$ cat src/rtl/aes_chk_pkg.sv
// Shared types and constants for the AES result checker: FSM encoding, block geometry
// and a saturating-increment helper.
package aes_chk_pkg;

    localparam int WORDS_PER_BLOCK = 4;
    localparam int WORD_W          = 32;
    localparam int BLOCK_W         = WORDS_PER_BLOCK * WORD_W;
    localparam int BEAT_W          = $clog2(WORDS_PER_BLOCK);

    typedef enum logic [1:0] {
        IDLE = 2'd0,
        SEND = 2'd1,
        RECV = 2'd2,
        GOLD = 2'd3
    } state_t;

    // Increment that sticks at the all-ones value of a width-bit counter.
    function automatic logic [31:0] SAT_INC(input logic [31:0] value, input int width);
        logic [31:0] max_val;
        max_val = (width >= 32) ? '1 : ((32'd1 << width) - 32'd1);
        return (value >= max_val) ? value : value + 32'd1;
    endfunction

endpackage

$ cat src/rtl/aes_word_serdes.sv
// Block-to-word serialiser and word-to-block deserialiser for the AES result checker,
// sharing one beat counter (transmit and receive never overlap).
module aes_word_serdes
    import aes_chk_pkg::*;
(
    input  logic               clk,
    input  logic               rst_n,
    input  logic               load,
    input  logic [BLOCK_W-1:0] load_data,
    input  logic               tx_step,
    input  logic               rx_step,
    input  logic [WORD_W-1:0]  rx_word,
    input  logic               force_ones,
    output logic [WORD_W-1:0]  tx_word,
    output logic [BLOCK_W-1:0] got,
    output logic [BEAT_W-1:0]  beat
);

    logic [BLOCK_W-1:0] pt_reg;

    // NOTE: sequential state uses non-blocking assignments only; the data registers are
    // reset too because the checker's outputs must all read zero straight after reset.
    always_ff @(posedge clk) begin
        if (!rst_n) begin
            pt_reg <= '0;
            got    <= '0;
            beat   <= '0;
        end else begin
            if (load) begin
                pt_reg <= load_data;
            end

            if (force_ones) begin
                got <= '1;
            end else if (rx_step) begin
                got <= {got[BLOCK_W-WORD_W-1:0], rx_word};
            end

            // The counter wraps to 0 after the fourth beat, ready for the next phase.
            if (load || force_ones) begin
                beat <= '0;
            end else if (tx_step || rx_step) begin
                beat <= beat + 1'b1;
            end
        end
    end

    // Most significant word goes out first.
    assign tx_word = pt_reg[WORD_W*(WORDS_PER_BLOCK-1-int'(beat)) +: WORD_W];

endmodule

$ cat config.mk
export PLATFORM = sky130hd
export DESIGN_NAME = aes_word_serdes
export DESIGN_NICKNAME = d
export VERILOG_FILES = /design/src/rtl/aes_chk_pkg.sv /design/src/rtl/aes_word_serdes.sv
export SDC_FILE = /design/constraint.sdc
export NUM_CORES = 1
export LEC_CHECK = 0
export CELL_PAD_IN_SITES_DETAIL_PLACEMENT = 2
export CELL_PAD_IN_SITES_GLOBAL_PLACEMENT = 2
export CORE_MARGIN = 2
export CORE_UTILIZATION = 33
export DETAILED_ROUTE_END_ITERATION = 10
export PLACE_DENSITY_LB_ADDON = 0.15
export SLEW_MARGIN = 20
export SYNTH_ARGS = -nofsm -noshare
export SYNTH_HDL_FRONTEND = slang
export SYNTH_SLANG_ARGS = --single-unit
export TNS_END_PERCENT = 100
$ cat constraint.sdc
create_clock -name clk -period 3.58 [get_ports clk]
set_input_delay 0.716 -clock clk [delete_from_list [all_inputs] [get_ports clk]]
set_output_delay 0.716 -clock clk [all_outputs]
set_load 0.01 [all_outputs]
==> results of run 1 <==
stage by stage:
| stage | total power (uW) | hold slack [ps] | cell area [um^2] |
|---|---|---|---|
| floorplan | 3830 | 477 | 10900 |
| global placement | 4400 | 491 | 14400 |
| detailed placement | 4440 | 505 | 14400 |
| CTS | 7490 | 520 | 15400 |
| global route | 7710 | 544 | 15400 |
| finish | 7350 | 517 | 15400 |
cells by family (layout without fill, tap and decap cells):
family | count (synthesis) | after routing | share of synthesized area
simple gates | 133 | 133 | 0.0769
other cells | 0 | 5 | 0
flops | 258 | 258 | 0.475
buf+inv | 80 | 390 | 0.0420
mux | 289 | 289 | 0.317
compound gates | 129 | 129 | 0.0890
power groups by stage:
stage / logic [uW] / clock network [uW] / registers (uW)
2_1_floorplan: 558 / 0 / 3280
3_3_place_gp: 1150 / 0 / 3250
3_5_place_dp: 1180 / 0 / 3260
4_1_cts: 1190 / 3100 / 3200
5_1_grt: 1260 / 3220 / 3230
6_report: 1170 / 2990 / 3200
path summary, 6_finish.rpt:
path / startpoint / slack [ps] / endpoint / cells after the start
max: beat[0] / 430 / tx_word[3] / 3
min: pt_reg[82] / 520 / pt_reg[82] / 2
max reg2reg: beat[0] / 2440 / beat[1] / 2
min reg2reg: pt_reg[82] / 520 / pt_reg[82] / 2
routing by layer:
| layer | routed length [um] | part of all wire | up-vias |
|---|---|---|---|
| met3 | 2850 | 0.089 | 44 |
| met5 | 0 | 0 | - |
| met1 | 13100 | 0.41 | 3796 |
| met2 | 15500 | 0.48 | 218 |
| met4 | 693 | 0.022 | 0 |
| li1 | - | - | 3718 |
critical path: stages (launching register included):
cell,delay (ps)
dfxtp_2,500
buf_12,300
mux4_2,530
clkdlybuf4s50_1,540
synth_stat cells:
library cell / count / area, um^2
buf_1: 4 / 15.0
buf_2: 17 / 85.1
buf_4: 14 / 105
buf_6: 11 / 124
clkbuf_1: 34 / 128
dfxtp_1: 258 / 5160
mux2_2: 129 / 1450
mux2i_1: 128 / 1280
mux4_2: 32 / 721
nand2b_1: 1 / 6.26
nor2b_1: 128 / 801
nor3_1: 1 / 5.00
nor4_1: 1 / 6.26
nor4b_1: 1 / 8.76
nor4bb_1: 1 / 10.0
o21a_1: 129 / 968
final cells by class:
| class | count | area [um^2] | share of cell area |
|---|---|---|---|
| multi-input combinational | 551 | 5260 | 0.341 |
| sequential | 258 | 5170 | 0.335 |
| timing repair buffer | 337 | 3450 | 0.224 |
| clock buffer | 51 | 961 | 0.0623 |
| tap | 442 | 553 | 0.0359 |
| clock inverter | 2 | 12.5 | 0.000812 |
| antenna | 5 | 12.5 | 0.000812 |
==> impl_metrics.json, run 1 <==
{
  "rsz0062_at_grt": "no",
  "die_area_mm2": 0.0344,
  "grt_use_total": 0.182,
  "ant_nets": 0,
  "first_iter_violations": 196,
  "dpl_worst_slack_ps": 966,
  "dp.cells": 1588,
  "ys_seq_area_frac": 0.475,
  "path_clk_slew_ps": 60,
  "vias": 7776,
  "place.gp.congestion": 0.731,
  "cts_resized": 0,
  "core_area_mm2": 0.0325,
  "crit_path_start_kind": "register",
  "cp-end-kind": "output pin",
  "finalWorstSetupSlack_ps": 434,
  "hold_buffers": 0,
  "h-tree-depth": 1,
  "die-width_um": 186,
  "leakage_uw": 0.00598,
  "drt_wl_total_mm": 32.2,
  "clock_latency_ps": 550,
  "finalHoldViolCount": 0,
  "fillers": 3278,
  "mappedNetlistArea_mm2": 0.0109,
  "nets": 1344,
  "cp.arrival_ps": 2430,
  "p_clk_frac": 0.406,
  "drc_errors": 0,
  "gr-usage-met1": 0.214,
  "drv_cap": 0,
  "numPortBuffers": 327,
  "p_seq_frac": 0.435,
  "slew_headroom": 0.501,
  "tns_ps": 0,
  "fmax_mhz": 318,
  "syn_inst": 889,
  "antenna_found_initial": 4,
  "final_core_util": 0.474,
  "die_y_um": 186,
  "critPathMaxFanout": 28,
  "critical_path_class": "register to output pin",
  "p_per_area_mw_per_mm2": 477,
  "io_pins": 328,
  "fin_crit_sh": 0.879,
  "syn-mean-instance-area_um2": 12.2,
  "clockRootBuffer": "clkbuf_16",
  "cts_buffer_depth": 3,
  "cts_setup_buffers": 0,
  "wire_per_inst_um": 19.5,
  "fin_skew_ps": 8.66,
  "yosys_warnings": 0,
  "period_needed_ps": 3150,
  "gr-max-usage-layer": "met2",
  "mostFrequentLayoutCells": "clkdlybuf4s50_1 (323), dfxtp_1 (256), mux2_2 (129), o21a_1 (129)",
  "p_sw_uw": 1760,
  "yosys.cell_types.count": 16,
  "drv_slew": 0,
  "sw_frac_of_total": 0.239,
  "synth-seq-cells": 258,
  "tritoncts": "yes",
  "initial_core_util": 0.334,
  "vdd_drop_max_mv": 0.321,
  "status": "finished, final reports clean",
  "rows": 66,
  "synth_fp_nets": 1055,
  "viasPerCell": 4.72,
  "grt_pass1_wl_mm": 49.1,
  "fin_cells": 1646,
  "hp-class": "register to register",
  "worst_pin_slew_ps": 748,
  "numCtsBuffers": 30,
  "grt_pass1_vias": 8483,
  "setup_viol": 0,
  "crit_required_ps": 2860,
  "firstDrtPassIters": 4,
  "overflow": 0,
  "syn_to_final_growth_pct": 41.6,
  "grt_max_degree": 96,
  "p_int_uw": 5600,
  "mostFrequentLayoutCell": "clkdlybuf4s50_1",
  "grt_util_met2": 0.312,
  "combPwrFrac": 0.159,
  "drive_above_1_share": 0.184,
  "dp_hpwl_mm": 21.7,
  "clock_sinks": 258,
  "gr-usage-met3": 0.0712
}
Note: power is estimated with default switching activity, not from simulation.
==> inputs of run 2 (changes only) <==
Settings changed: CORE_UTILIZATION 33 to 26.
==> run 2 against run 1 <==
Effect of this change: critical path depth stayed put; global-route usage down 3.0 points; combinational power about the same; largest cell class unchanged; highest routed layer unchanged; register-to-register slack got worse by 340 ps.
==> impl_metrics.json, run 2 (synthesis gave the netlist of run 1 again) <==
{
  "worst_pin_slew_ps": 865,
  "dp_hpwl_mm": 23.1,
  "fin_crit_sh": 0.895,
  "grt_use_total": 0.153,
  "hold_buffers": 0,
  "viasPerCell": 4.53,
  "path_clk_slew_ps": 60,
  "tritoncts": "yes",
  "rr_worst_depth": 3,
  "setup_viol": 0,
  "drc_errors": 0,
  "r2r_start": "beat[1]",
  "die_y_um": 209,
  "hp-class": "register to register",
  "grt_max_degree": 87,
  "overflow": 0,
  "rsz0062_at_grt": "no",
  "grt_pass1_wl_mm": 52.2,
  "drt_wl_total_mm": 34.0,
  "vias": 7858,
  "slew_headroom": 0.423,
  "ant_nets": 0,
  "leakage_uw": 0.00602,
  "drive_above_1_share": 0.188,
  "first_iter_violations": 185,
  "mostFrequentLayoutCell": "clkdlybuf4s50_1",
  "wire_per_inst_um": 19.6,
  "nets": 1348,
  "drv_slew": 0,
  "r2r_slack_ps": 2100,
  "clockRootBuffer": "clkbuf_16",
  "grt_pass1_vias": 8647,
  "rows": 74,
  "hold-path-cell-count": 2,
  "vdd_drop_max_mv": 0.263,
  "numPortBuffers": 327,
  "die-width_um": 209,
  "fmax_mhz": 312,
  "crit_required_ps": 2860,
  "antenna_found_initial": 3,
  "cp.arrival_ps": 2490,
  "drv_cap": 0,
  "h-tree-depth": 1,
  "syn_to_final_growth_pct": 43.2,
  "regToRegEndpoint": "beat[1]",
  "period_needed_ps": 3200,
  "crit_path_end": "tx_word[23]",
  "cts_buffer_depth": 3,
  "fillers": 4320,
  "p_per_area_mw_per_mm2": 485,
  "clock_latency_ps": 570,
  "finalHoldViolCount": 0,
  "tns_ps": 0,
  "critPathLaunch": "beat[0]",
  "initial_core_util": 0.265,
  "place.gp.congestion": 0.717,
  "min-delay-start": "pt_reg[37]",
  "mostFrequentLayoutCells": "clkdlybuf4s50_1 (323), dfxtp_1 (256), mux2_2 (129), o21a_1 (129)",
  "critPathMaxFanout": 26,
  "firstDrtPassIters": 4,
  "fin_skew_ps": 9.20,
  "crit_path_start_kind": "register",
  "core_area_mm2": 0.0411,
  "numCtsBuffers": 31,
  "cts_resized": 0,
  "clock_sinks": 258,
  "status": "finished, final reports clean",
  "critical_path_class": "register to output pin",
  "postPlaceCellArea_mm2": 0.0146,
  "io_pins": 328,
  "die_area_mm2": 0.0435,
  "stdcell_area_mm2": 0.0156,
  "cts_setup_buffers": 0,
  "cp-end-kind": "output pin"
}
-- run 2: changes by cell type in the layout (fill, tap and decap cells not counted), sizes merged --
cell	previous run	this run
bufinv	0	4
inv	0	1
buf	14	17
diode	5	3
clkinvlp	1	0
clkbuf	51	41
clkinv	1	6
-- run 2: layout make-up --
class | instances | area, um^2 | share of cell area
multi-input cells | 551 | 5260 | 0.338
flip-flops and latches | 258 | 5170 | 0.332
clock inverters | 11 | 159 | 0.0102
repair buffers | 340 | 3470 | 0.223
diodes | 3 | 7.51 | 0.000482
well taps | 532 | 666 | 0.0427
clock buffers | 41 | 853 | 0.0548
-- run 2: power by group --
group          switching (uW)  internal, uW  leakage [uW]
clock                    1240          1940      0.000502
combinational             442           723       0.00337
sequential                130          3070       0.00215
-- run 2: worst max-delay path, stage by stage, from the launching register on --
cell,delay [ps]
dfxtp_2,550
buf_12,310
mux4_2,560
clkdlybuf4s50_1,500
-- run 2: how the worst min path moves through the flow --
stage | to | slack (ps)
floorplan | pt_reg[32] | 480
global placement | pt_reg[69] | 490
detailed placement | pt_reg[86] | 510
CTS | pt_reg[39] | 520
global route | pt_reg[97] | 550
finish | pt_reg[37] | 510
-- run 2: per-stage QoR --
step	cells	power, uW	setup WS, ps	hold WS, ps	utilization
2_1_floorplan	889	3830	1560	477	-
4_1_cts	1733	7710	288	522	0.379
5_1_grt	1733	7930	225	547	0.379
3_5_place_dp	1681	4450	905	506	0.354
3_3_place_gp	1681	4430	923	493	0.354
6_report	1736	7550	376	514	0.379
-- run 2: layer usage --
| metal | vias to the layer above | part of all wire | wire (um) | GRT usage |
|---|---|---|---|---|
| met1 | 3881 | 0.44 | 14900 | 0.190 |
| met5 | - | 0 | 0 | 0 |
| li1 | 3728 | - | - | - |
| met4 | 0 | 0.020 | 684 | 0.0347 |
| met2 | 211 | 0.46 | 15700 | 0.251 |
| met3 | 38 | 0.080 | 2740 | 0.0573 |
